### src/rtl/alu_arbiter.sv
// alu_arbiter: round-robin arbiter sharing one ALU between two requesters
package alu_arbiter_pkg;
  typedef logic [31:0] data_t;
  typedef enum logic [2:0] {
    ALU_OP_ADD, ALU_OP_SUB, ALU_OP_AND, ALU_OP_OR,
    ALU_OP_XOR, ALU_OP_SLT, ALU_OP_SLL, ALU_OP_SRL
  } alu_op_t;
endpackage

module alu_arbiter
  import alu_arbiter_pkg::*;
(
  input  logic        clk,
  input  logic        rst,
  input  logic [1:0]  req_valid,
  output logic [1:0]  req_ready,
  input  alu_op_t     req0_op,
  input  alu_op_t     req1_op,
  input  data_t       req0_a,
  input  data_t       req1_a,
  input  data_t       req0_b,
  input  data_t       req1_b,
  output logic [1:0]  resp_valid,
  input  logic [1:0]  resp_ready,
  output data_t       resp0_data,
  output data_t       resp1_data,
  output alu_op_t     alu_operator,
  output data_t       alu_operand1,
  output data_t       alu_operand2,
  input  data_t       alu_out,
  output logic [31:0] issue_count
);
  logic s_valid, s_id, ptr;
  alu_op_t s_op;
  data_t s_a, s_b;
  logic [1:0] pop, hit, elig;
  assign pop = resp_valid & resp_ready;
  assign hit = {s_valid & s_id, s_valid & ~s_id};
  assign elig = rst ? 2'b00 : req_valid & ~hit & (~resp_valid | pop);
  assign req_ready = &elig ? (ptr ? 2'b10 : 2'b01) : elig;
  assign alu_operator = s_valid ? s_op : ALU_OP_ADD;
  assign alu_operand1 = s_valid ? s_a : '0;
  assign alu_operand2 = s_valid ? s_b : '0;
  always_ff @(posedge clk)
    if (rst) begin
      s_valid <= 1'b0;
      s_id <= 1'b0;
      s_op <= ALU_OP_ADD;
      s_a <= '0;
      s_b <= '0;
      ptr <= 1'b0;
      resp_valid <= 2'b00;
      resp0_data <= '0;
      resp1_data <= '0;
      issue_count <= '0;
    end else begin
      s_valid <= |req_ready;
      s_id <= req_ready[1];
      s_op <= req_ready[1] ? req1_op : req0_op;
      s_a <= req_ready[1] ? req1_a : req0_a;
      s_b <= req_ready[1] ? req1_b : req0_b;
      if (|req_ready) ptr <= req_ready[0];
      issue_count <= issue_count + {31'd0, |req_ready};
      resp_valid <= hit | (resp_valid & ~pop);
      if (hit[0]) resp0_data <= alu_out;
      if (hit[1]) resp1_data <= alu_out;
    end
endmodule

### config.mk
export PLATFORM = sky130hd
export DESIGN_NAME = alu_arbiter
export DESIGN_NICKNAME = d
export VERILOG_FILES = /design/src/rtl/alu_arbiter.sv
export SDC_FILE = /design/constraint.sdc
export NUM_CORES = 1
export LEC_CHECK = 0
export BUFFER_PORTS_ARGS = -buffer_cell sky130_fd_sc_hd__buf_2
export CAP_MARGIN = 20
export CELL_PAD_IN_SITES_DETAIL_PLACEMENT = 1
export CELL_PAD_IN_SITES_GLOBAL_PLACEMENT = 1
export CORE_MARGIN = 2
export CORE_UTILIZATION = 35
export DETAILED_ROUTE_END_ITERATION = 10
export PLACE_DENSITY_LB_ADDON = 0.1
export SLEW_MARGIN = 20
export SYNTH_ARGS = -nofsm -noshare
export SYNTH_HDL_FRONTEND = slang
export SYNTH_SLANG_ARGS = --single-unit
### constraint.sdc
create_clock -name clk -period 5.2 [get_ports clk]
set_clock_uncertainty 0.2 [all_clocks]
set_input_delay 0.52 -clock clk [delete_from_list [all_inputs] [get_ports clk]]
set_output_delay 0.52 -clock clk [all_outputs]
set_load 0.02 [all_outputs]
==> results.txt <==
Critical path buffers and inverters: 0
DRT Wirelength: 21900 um
Seq cells post-synth: 168
met2 WL: 10700 um
share of cells above drive strength 1: 41.4%
Final Net Count: 1245
die width: 144 um
clock latency on the worst-skew pair: 0.42 ns
Starting DRT DRC Count: 164
top fanout value on the critical path: 71
CTS tree: done
Synth-to-Final Area Change: 36.2%
most frequent cells in the layout: buf_2, dfxtp_1, nand2_1, a21oi_1, nor2b_1
worst hold path type: input pin to register
clk buf depth: 2
Tot GR Track Use: 20.7%
DRT antenna net count: 0
crit-path most repeated cell: a21oi_1
DR pass1 iterations: 4
Avg Cell Area, Syn: 9.04 um2
pwr dens: 327 nW/um2
routed len/inst: 16.2 um
met1 WL: 9390 um
Worst VDD drop: 0.214 mV
Tcrit/Tclk final: 73.3%
R2R cell count: 10
IO buf count: 338
CP delay by family, top: simple AND/OR/NAND/NOR gates
FP Rows: 51
Top Layer Used: met4
Ports: 339
register area share after synthesis: 49.0%
Worst Path Arrival: 3.94 ns
vias in the first global route: 6263
cell area after placement: 8730 um2
Post-Synthesis Cells: 759
routability-driven placement congestion ratio: 0.790
Main synth FF type: dfxtp_1
Setup crit start kind: register
Async SR Flop Fraction: 0%
Worst path depth: 10
fin. max-slew vios: 0
post-route cell area: 9340 um2
CTS buffer count: 17
CP max stage cell: or4_4
RSZ-0062 raised after global routing: no
commonest non-fill, non-tap cell in the layout: buf_2
gr ovfl total: 0
crit path time final: 3.81 ns
Post-CTS Setup Inserts: 0
max cap viols: 0
Core Area: 19300 um2
post-DP HPWL: 15600 um
Post-Synthesis Cell Area: 6860 um2
syn_nets: 933
kind of critical path: register to register
setup violators final: 0
Worst setup EP type: register
Cell Chain, Critical Path: nor2b_2, a21oi_1, nand2_1, a21oi_1, ha_1, ha_1, nand3_1, or4_4, or4_1, a21oi_1
Reg clk slew, reported paths: 0.07 ns
yosys warns: 0
Leak: 0.00427 uW
die span in y: 144 um
largest net degree at the start of global routing: 90
CTS resizes: 0
Max-Slew Margin vs Limit: 33.7%
Final Hold Fails: 0
H-tree depth: 4
WL met3: 1400 um
number of flops mapped to enable cells by yosys: 0
TNS Setup: 0 ns
CTS Hold Bufs: 0
first-pass GRT wire length: 33300 um
via count: 6383
Worst Max-Slew Pin Slew: 0.995 ns
root buf cell: clkbuf_16
f_max: 262 MHz
initial antenna violation count: 4
# DRC: 0
Synth cell types: 32
hold path cells: 2
vias per cell: 4.72
CP peak stage delay: 0.66 ns
status: finished clean
CP required: 5.33 ns
# clock sinks: 168
Starting Density: 35.5%
die area: 20700 um2
[sequential cells by signal, indices dropped and copies added (netlist names)]
register     flops
ptr              1
resp1_data      32
issue_count     32
s_valid          1
s_op             3
s_id             1
s_a             32
resp_valid       2
resp0_data      32
s_b             32
[kinds of logic after synthesis]
family | count (synthesis) | share of synthesized area, %
simple gates | 345 | 26.1
flops | 168 | 49.0
xor+xnor | 13 | 1.66
compound gates | 106 | 8.26
mux | 67 | 11.0
buf+inv | 58 | 3.52
fa+ha+maj | 2 | 0.365
[per-stage QoR]
step           util (%)  cells  worst slack, ns  power [uW]  hold WS (ns)
5_1_grt            48.3   1353             1.04        3190         0.106
6_report           48.3   1353             1.39        3060         0.122
3_5_place_dp       45.1   1317             1.16        1810         0.244
3_3_place_gp       45.1   1317             1.27        1800         0.239
2_1_floorplan         -    759             1.94        1640         0.287
4_1_cts            48.2   1349             1.09        3100         0.105
[report_power, final]
group          total, uW  switching (uW)  internal, uW
registers           1390            31.3          1360
logic                383             212           171
clock network       1290             555           731
[cell usage after synthesis (2+ instances only)]
cell,instances,area [um2]
buf_4,4,30.0
nand4_1,7,43.8
nand2b_1,2,12.5
o21ai_0,9,45.0
or4_1,9,67.6
mux2_2,67,754
buf_1,5,18.8
ha_1,2,25.0
dfxtp_1,168,3360
and2_1,68,425
a21oi_1,86,430
and3_1,2,12.5
nor2b_1,70,438
nor2_1,15,56.3
xor2_1,4,35.0
buf_2,7,35.0
and4_1,3,26.3
xnor2_1,9,78.8
nor4_1,4,25.0
nor3_1,3,15.0
inv_1,7,26.3
o31ai_1,8,60.1
or3_1,9,56.3
nand3_1,14,70.1
nand2_1,136,510
clkbuf_1,35,131
[worst paths after layout]
check / startpoint / slack [ns] / endpoint
hold reg to reg: resp0_data[17]$_SDFFE_PP0P_ / 0.25 / resp0_data[17]$_SDFFE_PP0P_
setup reg to reg: s_valid$_SDFF_PP0_ / 1.39 / issue_count[30]$_SDFF_PP0_
hold / removal: req1_b[28] / 0.12 / s_b[28]$_SDFF_PP0_
setup / recovery: s_valid$_SDFF_PP0_ / 1.39 / issue_count[30]$_SDFF_PP0_
[cell type report]
| type | instances | area, um2 |
|---|---|---|
| multi-input cells | 533 | 3270 |
| clock inverters | 14 | 160 |
| flip-flops and latches | 168 | 3370 |
| clock buffers | 18 | 439 |
| fillers | 2381 | 9990 |
| inverters | 7 | 26.3 |
| diodes | 4 | 10.0 |
| well taps | 265 | 332 |
| repair buffers | 344 | 1740 |
[layer usage]
| metal | track usage (%) | up-vias |
|---|---|---|
| li1 | - | 3153 |
| met1 | 24.9 | 3014 |
| met2 | 36.0 | 190 |
| met3 | 5.30 | 26 |
| met4 | 6.66 | 0 |
| met5 | 0 | - |
Note: power is estimated with default switching activity, not from simulation.
